`config.mk`:
```
export PLATFORM = sky130hd
export DESIGN_NAME = lbp_engine_p
export DESIGN_NICKNAME = d
export VERILOG_FILES = /design/src/rtl/lbp_engine_p.sv
export SDC_FILE = /design/constraint.sdc
export NUM_CORES = 1
export LEC_CHECK = 0
export BUFFER_PORTS_ARGS = -buffer_cell sky130_fd_sc_hd__buf_2
export CAP_MARGIN = 0
export CORE_AREA = 2 2 76 132
export CTS_CLUSTER_DIAMETER = 60
export CTS_CLUSTER_SIZE = 8
export DETAILED_ROUTE_END_ITERATION = 6
export DIE_AREA = 0 0 78 134
export HOLD_SLACK_MARGIN = 0.15
export PLACE_DENSITY_LB_ADDON = 0.3
export SYNTH_ARGS = -nofsm -noshare
export SYNTH_HDL_FRONTEND = slang
export SYNTH_SLANG_ARGS = --single-unit
```
`constraint.sdc`:
```
create_clock -name clk -period 2.7 [get_ports clk]
set_input_delay 0.405 -clock clk [delete_from_list [all_inputs] [get_ports clk]]
set_output_delay 0.405 -clock clk [all_outputs]
set_load 0.02 [all_outputs]
```
`src/rtl/lbp_engine_p.sv`:
```
// Local-binary-pattern engine: raster-walks interior pixels of a 2**ROW_LOG2 x 2**COL_LOG2
// grey image over a stallable read port and writes one 8-bit code per pixel, plus optional border zero-fill.
module lbp_engine_p #(
    parameter int COL_LOG2 = 3,
    parameter int ROW_LOG2 = 3,
    parameter int DATA_W   = 8,
    parameter int AW       = COL_LOG2 + ROW_LOG2
) (
    input  logic              clk,
    input  logic              reset,
    input  logic              start,
    input  logic [DATA_W-1:0] thr,
    input  logic              border_zero,
    input  logic              gray_ready,
    output logic              gray_req,
    output logic [AW-1:0]     gray_addr,
    input  logic [DATA_W-1:0] gray_data,
    output logic              lbp_write,
    output logic [AW-1:0]     lbp_addr,
    output logic [7:0]        lbp_data,
    output logic              busy,
    output logic              finish
);
    typedef enum logic [2:0] {
        IDLE   = 3'd0,
        RD_C   = 3'd1,
        RD_N   = 3'd2,
        WRITE  = 3'd3,
        BORDER = 3'd4,
        DONE   = 3'd5
    } state_t;

    localparam logic [COL_LOG2-1:0] X_ONE  = COL_LOG2'(1);
    localparam logic [ROW_LOG2-1:0] Y_ONE  = ROW_LOG2'(1);
    localparam logic [COL_LOG2-1:0] X_LAST = COL_LOG2'((2 ** COL_LOG2) - 2);
    localparam logic [ROW_LOG2-1:0] Y_LAST = ROW_LOG2'((2 ** ROW_LOG2) - 2);
    localparam logic [COL_LOG2-1:0] X_MAX  = {COL_LOG2{1'b1}};
    localparam logic [ROW_LOG2-1:0] Y_MAX  = {ROW_LOG2{1'b1}};

    state_t                state_r;
    logic [COL_LOG2-1:0]   x_r;
    logic [ROW_LOG2-1:0]   y_r;
    logic [2:0]            nidx_r;
    logic [2:0]            pn_r;
    logic                  p_r;
    logic                  pcenter_r;
    logic [DATA_W-1:0]     centre_r;
    logic [DATA_W-1:0]     thr_r;
    logic                  bz_r;
    logic [7:0]            code_r;

    logic [7:0]            code_next_s;
    logic                  cmp_bit_s;
    logic [COL_LOG2-1:0]   nx_s;
    logic [ROW_LOG2-1:0]   ny_s;
    logic                  last_s;
    logic [AW-1:0]         border_next_s;

    // Address of neighbour k (0..7) around centre (y,x), row-major order
    function automatic logic [AW-1:0] nbr_addr(input logic [ROW_LOG2-1:0] y,
                                               input logic [COL_LOG2-1:0] x,
                                               input logic [2:0] k);
        logic [ROW_LOG2-1:0] r;
        logic [COL_LOG2-1:0] c;
        case (k)
            3'd0:    begin r = y - Y_ONE; c = x - X_ONE; end
            3'd1:    begin r = y - Y_ONE; c = x;         end
            3'd2:    begin r = y - Y_ONE; c = x + X_ONE; end
            3'd3:    begin r = y;         c = x - X_ONE; end
            3'd4:    begin r = y;         c = x + X_ONE; end
            3'd5:    begin r = y + Y_ONE; c = x - X_ONE; end
            3'd6:    begin r = y + Y_ONE; c = x;         end
            default: begin r = y + Y_ONE; c = x + X_ONE; end
        endcase
        return {r, c};
    endfunction

    // Threshold compare at DATA_W+1 bits so an overflowing centre+thr never matches
    always_comb begin
        cmp_bit_s   = ({1'b0, gray_data} >= ({1'b0, centre_r} + {1'b0, thr_r}));
        code_next_s = code_r;
        if (p_r && !pcenter_r) begin
            code_next_s[pn_r] = cmp_bit_s;
        end else begin
            code_next_s = code_r;
        end
    end

    // Next interior raster position and last-pixel detect
    always_comb begin
        last_s = (x_r == X_LAST) && (y_r == Y_LAST);
        if (x_r == X_LAST) begin
            nx_s = X_ONE;
            ny_s = y_r + Y_ONE;
        end else begin
            nx_s = x_r + X_ONE;
            ny_s = y_r;
        end
    end

    // Next border address: interior rows jump from col 0 straight to the last column
    always_comb begin
        if ((lbp_addr[AW-1:COL_LOG2] != {ROW_LOG2{1'b0}}) &&
            (lbp_addr[AW-1:COL_LOG2] != Y_MAX) &&
            (lbp_addr[COL_LOG2-1:0] == {COL_LOG2{1'b0}})) begin
            border_next_s = {lbp_addr[AW-1:COL_LOG2], X_MAX};
        end else begin
            border_next_s = lbp_addr + AW'(1);
        end
    end

    // Main control FSM with registered outputs and read-data capture tracking
    always_ff @(posedge clk) begin
        if (reset) begin
            state_r   <= IDLE;
            x_r       <= '0;
            y_r       <= '0;
            nidx_r    <= 3'd0;
            pn_r      <= 3'd0;
            p_r       <= 1'b0;
            pcenter_r <= 1'b0;
            centre_r  <= '0;
            thr_r     <= '0;
            bz_r      <= 1'b0;
            code_r    <= 8'd0;
            gray_req  <= 1'b0;
            gray_addr <= '0;
            lbp_write <= 1'b0;
            lbp_addr  <= '0;
            lbp_data  <= 8'd0;
            busy      <= 1'b0;
            finish    <= 1'b0;
        end else begin
            p_r       <= gray_req & gray_ready;
            pcenter_r <= (state_r == RD_C);
            pn_r      <= nidx_r;
            code_r    <= code_next_s;
            lbp_write <= 1'b0;
            if (p_r && pcenter_r) begin
                centre_r <= gray_data;
            end
            case (state_r)
                IDLE, DONE: begin
                    if (start) begin
                        state_r   <= RD_C;
                        x_r       <= X_ONE;
                        y_r       <= Y_ONE;
                        thr_r     <= thr;
                        bz_r      <= border_zero;
                        code_r    <= 8'd0;
                        busy      <= 1'b1;
                        finish    <= 1'b0;
                        gray_req  <= 1'b1;
                        gray_addr <= {Y_ONE, X_ONE};
                    end
                end
                RD_C: begin
                    if (gray_ready) begin
                        state_r   <= RD_N;
                        nidx_r    <= 3'd0;
                        gray_addr <= nbr_addr(y_r, x_r, 3'd0);
                    end
                end
                RD_N: begin
                    if (gray_req) begin
                        if (gray_ready) begin
                            if (nidx_r == 3'd7) begin
                                gray_req <= 1'b0;
                            end else begin
                                nidx_r    <= nidx_r + 3'd1;
                                gray_addr <= nbr_addr(y_r, x_r, nidx_r + 3'd1);
                            end
                        end
                    end else if (p_r) begin
                        // last neighbour lands this cycle; code_next_s is complete
                        state_r   <= WRITE;
                        lbp_write <= 1'b1;
                        lbp_addr  <= {y_r, x_r};
                        lbp_data  <= code_next_s;
                    end
                end
                WRITE: begin
                    code_r <= 8'd0;
                    x_r    <= nx_s;
                    y_r    <= ny_s;
                    if (last_s) begin
                        if (bz_r) begin
                            state_r   <= BORDER;
                            lbp_write <= 1'b1;
                            lbp_addr  <= '0;
                            lbp_data  <= 8'd0;
                        end else begin
                            state_r <= DONE;
                            busy    <= 1'b0;
                            finish  <= 1'b1;
                        end
                    end else begin
                        state_r   <= RD_C;
                        gray_req  <= 1'b1;
                        gray_addr <= {ny_s, nx_s};
                    end
                end
                BORDER: begin
                    if (lbp_addr == {AW{1'b1}}) begin
                        state_r <= DONE;
                        busy    <= 1'b0;
                        finish  <= 1'b1;
                    end else begin
                        lbp_write <= 1'b1;
                        lbp_addr  <= border_next_s;
                        lbp_data  <= 8'd0;
                    end
                end
                default: begin
                    state_r  <= IDLE;
                    gray_req <= 1'b0;
                    busy     <= 1'b0;
                    finish   <= 1'b0;
                end
            endcase
        end
    end
endmodule
```
# After elaboration in Yosys (flattened, before gate mapping)
# Cells that the tools add are included.
[op_classes] mux=66 n_addsub=7 order_cmp=3 n_eq_ne=30 reduce_logical=31 bitwise=3
[op_table] operator="$mux 6" count=12
[op_table] operator="$mux 8" count=7
[op_table] operator="$mux 3" count=12
[op_table] operator="$pmux 3 s2" count=5
[op_table] operator="$ne 2x2->1 const B" count=14
[op_table] operator="$eq 3x3->1 const B" count=8
[op_table] operator="$pmux 6 s4" count=1
[op_table] operator="$pmux 8 s3" count=1
[op_table] operator="$mux 1" count=19
[op_table] operator="$pmux 6 s3" count=1
[op_table] operator="$pmux 8 s2" count=1
[op_table] operator="$pmux 3 s5" count=1
[op_table] operator="$reduce_and 5->1" count=3
[op_table] operator="$reduce_and 7->1" count=2
[op_table] operator="$eq 3x2->1 const B" count=4
[op_table] operator="$pmux 1 s4" count=3
[op_table] operator="$reduce_or 2->1" count=5
[op_table] operator="$add 3x1->3 const B" count=3
[op_table] operator="$add 8x8->9" count=1
[op_table] operator="$ge 8x9->1" count=1
[op_table] operator="$logic_not 3->1" count=3
[op_table] operator="$bwmux 8" count=1
[op_table] operator="$add 6x1->6 const B" count=1
[op_table] operator="$eq 3x1->1 const B" count=2
[op_table] operator="other kinds (18)" count=29
[totals] register_bits=66 in_bits=21 out_inout_bits=24

# Longest topological paths before layout
# Gate-level depths: netlist of the first run.
[logic_depth] word_depth=9 depth_mapped=15 ltp_nobuf=14

# Least setup slack after synthesis of the first run
# OpenSTA, ideal clock, no wires.
[synth_path] kind="register to register" start="register centre_r[1]" end="register lbp_data[5]" path_slack_ns=-0.214 setup_ns=0.070 stages_incl_launch_ff=14 t_required_ns=2.630 synth_period_minus_slack_ns=2.914 n_path_buf=1 arrival_time_ns=2.843 cell_sequence="dfxtp_1 > ha_1 > a21o_1 > a21oi_1 > o21bai_1 > o41a_1 > xnor2_1 > ha_1 > and3_1 > nand3_1 > o21ai_1 > clkbuf_1 > nand4_1 > a21oi_1"
[synth_via] elab_chain_cells=7
[synth_rtl] item="start: declaration" line="47" source="logic [DATA_W-1:0] centre_r;"
[synth_rtl] item="start signal: assignment" line="140" source="centre_r <= gray_data;"
[synth_rtl] item="$add 8x8->9" line="80" source="cmp_bit_s = ({1'b0, gray_data} >= ({1'b0, centre_r} + {1'b0, thr_r}));"
[synth_rtl] item="$ge 8x9->1" line="80"
[synth_rtl] item="$bwmux 8" line="83" source="code_next_s[pn_r] = cmp_bit_s;"
[synth_rtl] item="$mux 8" line="82" source="if (p_r && !pcenter_r) begin"
[synth_rtl] item="$mux 8" line="174" source="end else if (p_r) begin"
[synth_rtl] item="$mux 8" line="165" source="if (gray_req) begin"
[synth_rtl] item="$pmux 8 s3" line="142" source="case (state_r)"
[synth_rtl] item="end signal: assignment" line="179" source="lbp_data <= code_next_s;"
[synth_rtl] item="end: declaration" line="20" source="output logic [7:0] lbp_data,"
# Every way passes these cells. The select of a mux whose other input is x is not followed.
# A chain may end at the register's enable or synchronous reset.

# Worst setup path after layout of the first run
[layout_path] start="register thr_r[1]" end="register lbp_data[4]"
[layout_via] elab_chain_cells=7
[layout_rtl] item="start: declaration" line="48" source="logic [DATA_W-1:0] thr_r;"
[layout_rtl] item="start signal: assignment" line="148" source="thr_r <= thr;"
[layout_rtl] item="$add 8x8->9" line="80"
[layout_rtl] item="$ge 8x9->1" line="80"
[layout_rtl] item="$bwmux 8" line="83"
[layout_rtl] item="$mux 8" line="82"
[layout_rtl] item="$mux 8" line="174"
[layout_rtl] item="$mux 8" line="165"
[layout_rtl] item="$pmux 8 s3" line="142"
# Every way passes these cells. The select of a mux whose other input is x is not followed.

==> flow_summary_export.csv, run 1 <==
group,metric,value,unit
timing,worst_slew_pin_slew,0.782,ns
clock_network,clock_path_buffers,2,
timing,tcrit_tclk_final,111,%
die,dieArea,10500,sq um
synth,synth_register_bits,66,
worst_setup_path,critPathMaxFanout,8,
synth,synth_area,4120,sq um
layout,design.final.nets,616,
timing,grt_setup_unrepaired,"true",
status,outcome,"finished, violations left",
detailed_routing,route.detailed.wl_per_inst,17.4,um
worst_setup_path,worst_ep_arrival_time,3.20,ns
grt,grt_pass1_vias,4145,
timing,fmax,335,MHz
min_path,whs_endpoint,"bz_r",
timing,final_worst_setup_slack,-0.289,ns
worst_setup_path,worstReg2RegStart,"thr_r[1]",
die,die_h,134,um
die,die-width,78,um
pwr,power.density_cell_area,572,nW/um^2
synth,synth_edf_count,0,
worst_setup_path,rr_worst_depth,13,
layout,layout.core_utilization,53.0,%
synth,dominantRegCellSynth,"dfxtp_1",
clock_network,tritoncts_clock_tree,"yes",
die,effective_utilization_at_floorplan,43.8,%
grt,initial_antenna_violation_count,0,
synth,synth-async-reset-ratio,0,%
placement,detailed_place_hpwl,8680,um
timing,final.setup_skew,0.00349,ns
layout,area.growth.synth_to_final,21.1,%
detailed_routing,routed-via-count,4092,
synth,syn-num-nets,561,
detailed_routing,drt_iter0_markers,296,
grt,grt_start_max_net_pins,41,
placement,globalplace.congestion,0.904,
timing,pins_over_their_slew_limit,0,
worst_setup_path,worstSetupEndpointType,"register",
layout,layout.cell_area.non_filler,4980,sq um
layout,post_layout_nonfiller_instances,689,
worst_setup_path,rr_endpoint,"lbp_data[4]",
timing,setup-violations-final,16,
min_path,whs_path_depth,3,
flow_run,maxCapViolations,0,
layout,antenna_cells_inserted,0,
layout,layout-drive-gt1-share,21.0,%
pwr,comb_power_share,24.7,%
worst_setup_path,rrSetupSlack,-0.29,ns
worst_setup_path,worst-setup-path-type,"register to register",
clock_network,num_cts_buffers,9,
placement,standard_cell_area_after_detailed_placement,4580,sq um
pwr,cellInternalPower,0.00195,W
timing,holdWs,0.314,ns
detailed_routing,remaining_drc_errors,0,
clock_network,cts_hold_repair.buffers,0,
timing,final_period_minus_worst_setup_slack,2.99,ns
placement,port-buffer-count,44,
grt,wire_length_of_the_first_global_routing_pass,19600,um
pwr,vdd_drop_max,0.334,mV
pwr,power.static_leakage,1.92,nW
pwr,p_sw,0.000900,W
worst_setup_path,worstSetupStartpointType,"register",
placement,dp_cells,671,
clock_network,h_tree_depth,3,
clock_network,cts_root_buffer,"clkbuf_16",
die,placeableCoreArea,9410,sq um
detailed_routing,route.antenna.remaining_nets,0,
pwr,power.sequential.fraction,38.8,%
detailed_routing,drt_first_pass_iters,5,
timing,final_layout_setup_total_negative_slack,-4.17,ns
synth,syn-mean-instance-area,8.09,sq um
worst_setup_path,timing.critical_path.required,2.91,ns
clock_network,path_clk_slew,0.05,ns
grt,sum_of_overflow_across_all_layers_after_global_routing,0,
synth,synth.yosys.warnings,0,
pwr,sw_frac_of_total,31.6,%
timing,timing.max_slew.rel_slack,47.4,%
min_path,min-delay-start,"border_zero",
grt,globalRouteTotalUtil,23.4,%
timing,hold_viol_final,0,
detailed_routing,routed_wirelength,12000,um
synth,ys_types,67,
die,boundaryPins,45,
synth,synth.yosys.seq_area_share,32.1,%
detailed_routing,average_via_count_per_standard_cell,5.94,
synth,synth_cells,509,
min_path,class_of_the_worst_hold_path,"primary input to register",
clock_network,tritoncts_num_sinks,66,
die,placementRows,47,
clock_network,clk-insertion-delay-late,0.33,ns
pwr,p_clk_share,36.5,%
status,violations,"setup timing",
[layout make-up]
cell class | instances | area [sq um]
flip-flops and latches | 66 | 1330
multi-input cells | 394 | 2720
inverters | 20 | 75.1
repair buffers | 73 | 449
clock buffers | 11 | 243
clock inverters | 3 | 17.5
well taps | 122 | 153
fillers | 898 | 4420
[stage by stage]
stage / setup WS [ns] / total power (W)
global placement: -0.279 / 0.00176
floorplan: -0.0153 / 0.00156
finish: -0.289 / 0.00285
global route: -0.387 / 0.00300
CTS: -0.186 / 0.00286
detailed placement: -0.409 / 0.00177
[registers in the layout (all words and copies together), names as in the netlist, 3 cells and up]
name and count:
x_r 3, y_r 3, state_r 3, lbp_data 8, gray_addr 6, nidx_r 3, code_r 8, pn_r 3
centre_r 8, thr_r 8, lbp_addr 6
[cell usage after synthesis (3+ instances only)]
cell type / number / area share, %
nand3_1: 29 / 3.5
xor2_1: 3 / 0.64
nor3_1: 18 / 2.2
dfxtp_1: 66 / 32
nor2_1: 41 / 3.7
a311oi_1: 5 / 1.1
o311ai_0: 3 / 0.64
or3_1: 3 / 0.46
o21a_1: 3 / 0.55
mux2i_1: 11 / 2.7
xnor2_1: 5 / 1.1
a22oi_1: 4 / 0.73
buf_2: 8 / 0.97
nor2b_1: 9 / 1.4
and3_1: 6 / 0.91
nor3b_1: 4 / 0.73
o31ai_1: 6 / 1.1
a21oi_1: 49 / 6.0
a221oi_1: 6 / 1.3
a21o_1: 6 / 1.1
a32oi_1: 11 / 2.3
inv_1: 20 / 1.8
ha_1: 30 / 9.1
nand3b_1: 5 / 0.91
nand2_1: 49 / 4.5
nand2b_1: 13 / 2.0
clkbuf_1: 18 / 1.6
o211ai_1: 3 / 0.55
o21ai_0: 15 / 1.8
a31oi_1: 7 / 1.1
nand4_1: 10 / 1.5
[layout by cell type, fill, tap and decap left out, types with 9 or more instances in the layout]
cell        n
a21oi_1    46
a32oi_1    11
buf_2      44
buf_4      26
clkbuf_16   9
dfxtp_1    62
ha_1       28
inv_1      19
mux2i_1    11
nand2_1    49
nand2b_1   13
nand3_1    24
nand4_1    10
nor2_1     41
nor3_1     18
o21ai_0    14
[power by group through the flow]
stage / sequential, W / clock, W / combinational [W]
3_5_place_dp: 0.00112 / 0 / 0.000652
5_1_grt: 0.00111 / 0.00111 / 0.000777
3_3_place_gp: 0.00112 / 0 / 0.000641
2_1_floorplan: 0.00112 / 0 / 0.000443
4_1_cts: 0.00110 / 0.00106 / 0.000697
6_report: 0.00111 / 0.00104 / 0.000704
[metal layers]
metal | GRT usage, % | vias to the layer above | share of wire [%] | routed length [um]
met1 | 23.4 | 1922 | 36 | 4310
met3 | 3.36 | 47 | 3.8 | 452
met4 | 14.7 | 0 | 5.5 | 655
li1 | - | 1990 | - | -
met5 | 0 | - | 0 | 0
met2 | 44.2 | 133 | 55 | 6560
[what timing repair did]
item,4_1_cts,5_1_grt
resized for setup,12,11
cloned,1,0
buffers inserted,3,0
pin swaps,23,13
endpoints found under the setup margin,16,16
[how the worst max path moves through the flow]
stage	start	endpoint	depth (start not counted)
after floorplan	centre_r[1]	lbp_data[5]	13
final	thr_r[1]	lbp_data[4]	13
after global placement	centre_r[1]	lbp_data[4]	12
after CTS	thr_r[1]	lbp_data[3]	13
after detailed placement	centre_r[1]	lbp_data[2]	12
after global routing	thr_r[0]	lbp_data[4]	15
[worst max-delay path, stage by stage, from the launching register on]
cell	delay, ns
dfxtp_2	0.33
ha_4	0.23
a21o_1	0.16
a21oi_2	0.17
o21bai_1	0.14
o41a_1	0.43
xnor2_2	0.15
ha_1	0.31
and3_4	0.19
a221oi_4	0.27
buf_4	0.17
o21ai_4	0.09
nand4_1	0.15
a21oi_2	0.06
[cells by family after synthesis]
group | Yosys count | synth area share (%)
and+or+nand+nor | 202 | 25.2
buffers and inverters | 50 | 4.98
muxes | 11 | 2.67
adders and majority gates | 31 | 9.60
xor gates and xnor gates | 8 | 1.70
DFF | 66 | 32.1
AOI/OAI and AO/OA | 141 | 23.7
No activity file was read; power rests on OpenSTA's default activity.
==> inputs of run 2 (changes only) <==
- ABC_AREA: default -> 1
- CORE_AREA: 2 2 76 132 -> 2 2 81 142
- DIE_AREA: 0 0 78 134 -> 0 0 83 144
==> flow_summary_export.csv, run 2 <==
group,metric,value,unit
status,outcome,"finished, final reports clean",
synth,ys_top_cells_by_count,"nand2_1, nor2_1, dfxtp_1",
grt,initial_antenna_violation_count,0,
timing,pins_over_their_slew_limit,0,
detailed_routing,average_via_count_per_standard_cell,5.03,
synth,ys_types,36,
timing,timing.max_slew.rel_slack,67.2,%
layout,antenna_cells_inserted,0,
placement,dp_cells,700,
timing,setup-violations-final,0,
synth,synth.largest_area_cell,"dfxtp_1",
min_path,whs_endpoint,"thr_r[3]",
grt,grtUsageMet1,16.3,%
min_path,whs_path_depth,3,
worst_setup_path,rrSetupSlack,0.07,ns
timing,hold_viol_final,0,
clock_network,clock_path_buffers,2,
worst_setup_path,rr_endpoint,"lbp_data[4]",
pwr,power,0.00411,W
die,die_h,144,um
placement,port-buffer-count,44,
timing,fmax,380,MHz
timing,final.setup_skew,0.00554,ns
die,placementRows,51,
grt,sum_of_overflow_across_all_layers_after_global_routing,0,
synth,syn-num-nets,579,
detailed_routing,routed_wirelength,9980,um
pwr,power.density_cell_area,898,nW/um^2
detailed_routing,drt_iter0_markers,133,
pwr,vdd_drop_max,0.562,mV
synth,synth_area,3720,sq um
grt,grt_use_met3,4.28,%
synth,syn-mean-instance-area,7.06,sq um
grt,globalRouteTotalUtil,17.4,%
worst_setup_path,rr_worst_depth,19,
clock_network,num_cts_buffers,9,
layout,layout.cell_area.non_filler,4570,sq um
detailed_routing,drt_first_pass_iters,4,
placement,standard_cell_area_after_detailed_placement,4120,sq um
layout,combined_area_of_the_multi_input_logic_cells,2230,sq um
timing,final_period_minus_worst_setup_slack,2.63,ns
worst_setup_path,worstReg2RegStart,"centre_r[0]",
die,dieArea,12000,sq um
timing,tcrit_tclk_final,97.4,%
synth,synth.yosys.warnings,0,
clock_network,path_clk_slew,0.06,ns
synth,synth_edf_count,0,
clock_network,tritoncts_num_sinks,66,
layout,layout.area.seq,1320,sq um
min_path,min-delay-start,"thr[3]",
layout,post_layout_nonfiller_instances,718,
worst_setup_path,critPathMaxFanout,8,
synth,synth_register_bits,66,
layout,layout.cells.most_common_list,"nand2_1, nor2_1, dfxtp_1",
worst_setup_path,timing.critical_path.required,2.90,ns
timing,worst_slew_pin_slew,0.486,ns
detailed_routing,routed-via-count,3614,
grt,grt_pass1_vias,3704,
detailed_routing,route.antenna.remaining_nets,0,
die,effective_utilization_at_floorplan,34.1,%
layout,area.growth.synth_to_final,22.8,%
grt,grt_start_max_net_pins,29,
clock_network,clk-insertion-delay-late,0.33,ns
layout,design.final.nets,633,
grt,gr-max-usage-layer,"met2",
clock_network,h_tree_depth,3,
synth,synth-async-reset-ratio,0,%
timing,grt_setup_unrepaired,"true",
grt,wire_length_of_the_first_global_routing_pass,16600,um
worst_setup_path,worstSetupStartpointType,"register",
die,die-width,83,um
synth,synth_top_area_share,35.5,%
layout,layout.core_utilization,41.9,%
synth,yosysMostFrequentCell,"nand2_1",
worst_setup_path,worst_ep_arrival_time,2.84,ns
detailed_routing,route.detailed.wl_per_inst,13.9,um
synth,dominantRegCellSynth,"dfxtp_1",
clock_network,cts_root_buffer,"clkbuf_16",
synth,synth_area_leaders,"dfxtp_1, nand2_1, ha_1, nor2_1, inv_1",
layout,layout-drive-gt1-share,20.6,%
synth,synth.yosys.seq_area_share,35.5,%
die,placeableCoreArea,10900,sq um
synth,synth_cells,527,
clock_network,tritoncts_clock_tree,"yes",
timing,holdWs,0.320,ns
grt,gr-usage-met2,33.9,%
die,boundaryPins,45,
layout,layout.cells.most_common,"nand2_1",
placement,detailed_place_hpwl,7620,um
min_path,class_of_the_worst_hold_path,"primary input to register",
placement,globalplace.congestion,0.908,
pwr,power.static_leakage,2.06,nW
worst_setup_path,worst-setup-path-type,"register to register",
layout,fill_cells,1128,
worst_setup_path,worstSetupEndpointType,"register",
detailed_routing,remaining_drc_errors,0,
flow_run,maxCapViolations,0,
clock_network,cts_hold_repair.buffers,0,
run 2: cells by family (layout without fill, tap and decap cells):
group	after synthesis	in the layout	synth area share, %
adders and majority gates	31	31	10.6
and+or+nand+nor	230	230	26.8
DFF	66	66	35.5
AOI/OAI and AO/OA	114	114	16.8
buffers and inverters	75	134	7.63
xor gates and xnor gates	11	11	2.59
run 2: worst max path at each step:
| stage | slack (ns) | from | cells after the start | to |
|---|---|---|---|---|
| after global routing | -0.06 | thr_r[0] | 19 | lbp_data[4] |
| after CTS | 0.01 | thr_r[0] | 19 | lbp_data[2] |
| after detailed placement | -0.07 | thr_r[0] | 19 | lbp_data[2] |
| after floorplan | 0.12 | centre_r[0] | 15 | lbp_data[7] |
| final | 0.07 | centre_r[0] | 19 | lbp_data[4] |
| after global placement | -0.009 | centre_r[0] | 16 | lbp_data[0] |
run 2: through the flow:
| stage | worst slack (ns) | TNS [ns] |
|---|---|---|
| final | 0.0695 | 0 |
| after global routing | -0.0595 | -0.523 |
| after CTS | 0.00953 | 0 |
| after detailed placement | -0.0731 | -0.729 |
| after global placement | -0.00871 | -0.0458 |
| after floorplan | 0.116 | 0 |
run 2: per-layer routing:
metal,up-vias,part of all wire (%)
met5,-,0
met4,0,3.9
met3,27,3.2
met2,69,55
met1,1675,38
li1,1843,-
run 2: repair_timing:
| item | in CTS | in global routing |
|---|---|---|
| buffers inserted | 0 | 2 |
| pin swaps | 0 | 11 |
| setup endpoints to repair | 16 | 16 |
| gates resized for setup | 1 | 30 |
run 2: layout make-up:
type	count	share of cell area, %
Clock buffer	11	5.31
Clock inverter	5	1.70
Inverter	66	5.42
Multi-Input combinational cell	386	48.9
Sequential cell	66	29.0
Tap cell	132	3.61
Timing Repair Buffer	52	6.13
run 2: critical path: stages (launching register included):
cell and delay, ns:
dfxtp_2 0.35, ha_4 0.14, inv_2 0.03, fa_2 0.37, o21ai_1 0.13, buf_4 0.15
xor2_2 0.15, ha_1 0.26, nand2_2 0.11, inv_1 0.06, nand2_1 0.08, nand3_2 0.08
nand2_2 0.06, nand2_1 0.04, nand2_1 0.07, nand2_2 0.09, nand2_8 0.12, nand2_1 0.08
nand3_1 0.07, a21oi_1 0.06
run 2: power by group:
part	internal [W]	leakage, nW	total, W	switching (W)
Combinational	0.000515	1.37	0.00154	0.00102
Clock	0.000830	0.156	0.00126	0.000426
Sequential	0.00115	0.538	0.00131	0.000160
==> inputs of run 3 (changes only) <==
- CORE_AREA: 2 2 81 142 -> 2 2 76 133
- DIE_AREA: 0 0 83 144 -> 0 0 78 135
- clock period: 2.7 -> 2.6 ns (I/O delays scaled with it)
==> flow_summary_export.csv, run 3 (synthesized netlist as in run 2, its figures left out) <==
group,metric,value,unit
min_path,whs_endpoint,"thr_r[3]",
timing,grt_setup_unrepaired,"true",
pwr,vdd_drop_max,0.447,mV
worst_setup_path,path_buf_inv,2,
placement,port-buffer-count,44,
die,die-width,78,um
grt,sum_of_overflow_across_all_layers_after_global_routing,0,
layout,layout.cell_area.non_filler,4640,sq um
clock_network,clk-insertion-delay-late,0.34,ns
detailed_routing,remaining_drc_errors,0,
worst_setup_path,rrSetupSlack,-0.10,ns
min_path,class_of_the_worst_hold_path,"primary input to register",
detailed_routing,met1Wirelength,3970,um
pwr,power.sequential.fraction,32.0,%
timing,pins_over_their_slew_limit,0,
die,effective_utilization_at_floorplan,39.5,%
grt,grt_pass1_vias,3494,
detailed_routing,route.detailed.wl_per_inst,14.5,um
worst_setup_path,critPathMaxFanout,8,
worst_setup_path,worstPathCellList,"ha_4, inv_2, fa_2, o21ai_2, buf_4, xor2_1, ha_1, nand2_2, nor2_4, nand2_2, nand3_2, nand2_1, nand2_1, nand2_1, nand2_2, nand2_8, nand2_4, nand3_2, a21oi_2",
pwr,p_clk_share,29.2,%
layout,area.growth.synth_to_final,24.8,%
clock_network,num_cts_buffers,9,
placement,dp_cells,698,
placement,globalplace.congestion,0.930,
placement,detailed_place_hpwl,7630,um
clock_network,cts_hold_repair.buffers,0,
detailed_routing,drt_first_pass_iters,5,
detailed_routing,wl_met3,340,um
clock_network,path_clk_slew,0.06,ns
timing,final_worst_setup_slack,-0.101,ns
detailed_routing,average_via_count_per_standard_cell,5.11,
layout,layout.cells.most_common_list,"nand2_1, nor2_1, dfxtp_1",
grt,wire_length_of_the_first_global_routing_pass,15900,um
die,die_h,135,um
detailed_routing,route.antenna.remaining_nets,0,
timing,final_period_minus_worst_setup_slack,2.70,ns
grt,initial_antenna_violation_count,0,
timing,final_layout_setup_total_negative_slack,-1.08,ns
timing,tcrit_tclk_final,104,%
worst_setup_path,worstSetupEndpointType,"register",
worst_setup_path,cpMaxStageDelayCell,"fa_2",
pwr,power.density_cell_area,914,nW/um^2
detailed_routing,met2WireLength,5730,um
worst_setup_path,timing.critical_path.required,2.87,ns
grt,grt_start_max_net_pins,29,
pwr,cellInternalPower,0.00253,W
layout,antenna_cells_inserted,0,
clock_network,cts_root_buffer,"clkbuf_16",
min_path,min-delay-start,"thr[3]",
die,placementRows,47,
pwr,p_sw,0.00172,W
layout,post_layout_nonfiller_instances,714,
grt,globalRouteTotalUtil,19.4,%
detailed_routing,routed.top_layer,"met4",
timing,final.setup_skew,0.00825,ns
worst_setup_path,worstSetupStartpointType,"register",
status,outcome,"finished, violations left",
die,boundaryPins,45,
detailed_routing,routed_wirelength,10300,um
detailed_routing,routed-via-count,3652,
placement,standard_cell_area_after_detailed_placement,4160,sq um
timing,hold_viol_final,0,
timing,timing.max_slew.rel_slack,66.4,%
status,violations,"setup timing",
layout,layout-drive-gt1-share,24.3,%
clock_network,h_tree_depth,3,
worst_setup_path,rr_endpoint,"lbp_data[6]",
detailed_routing,drt_iter0_markers,155,
layout,layout.cells.most_common,"nand2_1",
clock_network,clock_path_buffers,2,
die,dieArea,10500,sq um
pwr,power.static_leakage,2.10,nW
worst_setup_path,timing.critical_path.max_delay_family,"simple AND/OR/NAND/NOR gates",
worst_setup_path,cp_slowest_stage_delay,0.41,ns
timing,setup-violations-final,16,
pwr,comb_power_share,38.8,%
clock_network,tritoncts_clock_tree,"yes",
timing,worst_slew_pin_slew,0.502,ns
pwr,sw_frac_of_total,40.5,%
min_path,whs_path_depth,3,
worst_setup_path,worst_ep_arrival_time,2.97,ns
flow_run,maxCapViolations,0,
layout,design.final.nets,639,
timing,holdWs,0.301,ns
clock_network,tritoncts_num_sinks,66,
worst_setup_path,worstReg2RegStart,"thr_r[0]",
worst_setup_path,rr_worst_depth,19,
die,placeableCoreArea,9410,sq um
worst_setup_path,worst-setup-path-type,"register to register",
timing,fmax,370,MHz
-- run 3: changes by cell type in the layout (fill, tap and decap cells not counted), moves of 2 or more --
cell,delta
a21oi_2,+3
nand2_2,+4
a21oi_1,-3
nand2_1,-7
nand3_2,+6
clkinvlp_4,+2
buf_4,+6
nand3_1,-6
nand2_4,+3
-- run 3: how the worst max path moves through the flow --
stage	cells after the start	startpoint	end	slack [ns]
finish	19	thr_r[0]	lbp_data[6]	-0.10
global route	19	thr_r[0]	lbp_data[7]	-0.28
CTS	16	thr_r[0]	lbp_data[6]	0.002
detailed placement	16	thr_r[0]	lbp_data[6]	-0.20
global placement	16	thr_r[0]	lbp_data[4]	-0.11
floorplan	15	centre_r[0]	lbp_data[7]	0.02
-- run 3: worst reg2reg max path: cells and delay by family (launching register included) --
kind                     cells  cell delay, ns
adder cells (fa/ha/maj)      3            0.87
AND/OR/NAND/NOR             11            0.90
AO/OA/AOI/OAI                2            0.28
XOR/XNOR                     1            0.06
buffers and inverters        2            0.17
flip-flops                   1            0.36
-- run 3: area by class of cell --
type	instances	area, sq um
flip-flops and latches	66	1320
fillers	955	4770
multi-input cells	386	2290
inverters	66	248
well taps	122	153
clock inverters	6	66.3
repair buffers	58	325
clock buffers	10	239
-- run 3: power groups by stage --
stage,sequential [W],combinational [W],clock (W)
after floorplan,0.00144,0.000979,0
after detailed placement,0.00137,0.00154,0
final,0.00136,0.00165,0.00124
after CTS,0.00135,0.00156,0.00126
after global placement,0.00136,0.00152,0
after global routing,0.00139,0.00183,0.00130
-- run 3: timing repair --
item / 4_1_cts / 5_1_grt
setup endpoints to repair: 16 / 16
buffers inserted: 0 / 0
resized for setup: 7 / 42
pin swaps: 2 / 15
-- run 3: per-stage QoR --
| stage | setup WS [ns] | power [W] | utilization (%) |
|---|---|---|---|
| floorplan | 0.0163 | 0.00242 | - |
| global placement | -0.106 | 0.00288 | 44.2 |
| detailed placement | -0.200 | 0.00292 | 44.2 |
| CTS | 0.00152 | 0.00418 | 47.6 |
| global route | -0.282 | 0.00452 | 49.3 |
| finish | -0.101 | 0.00424 | 49.3 |
-- run 3: routing by layer --
layer,up-vias,global-route usage (%)
met5,-,0
met4,0,8.09
met3,20,3.74
met2,78,38.6
met1,1697,18.9
li1,1857,-
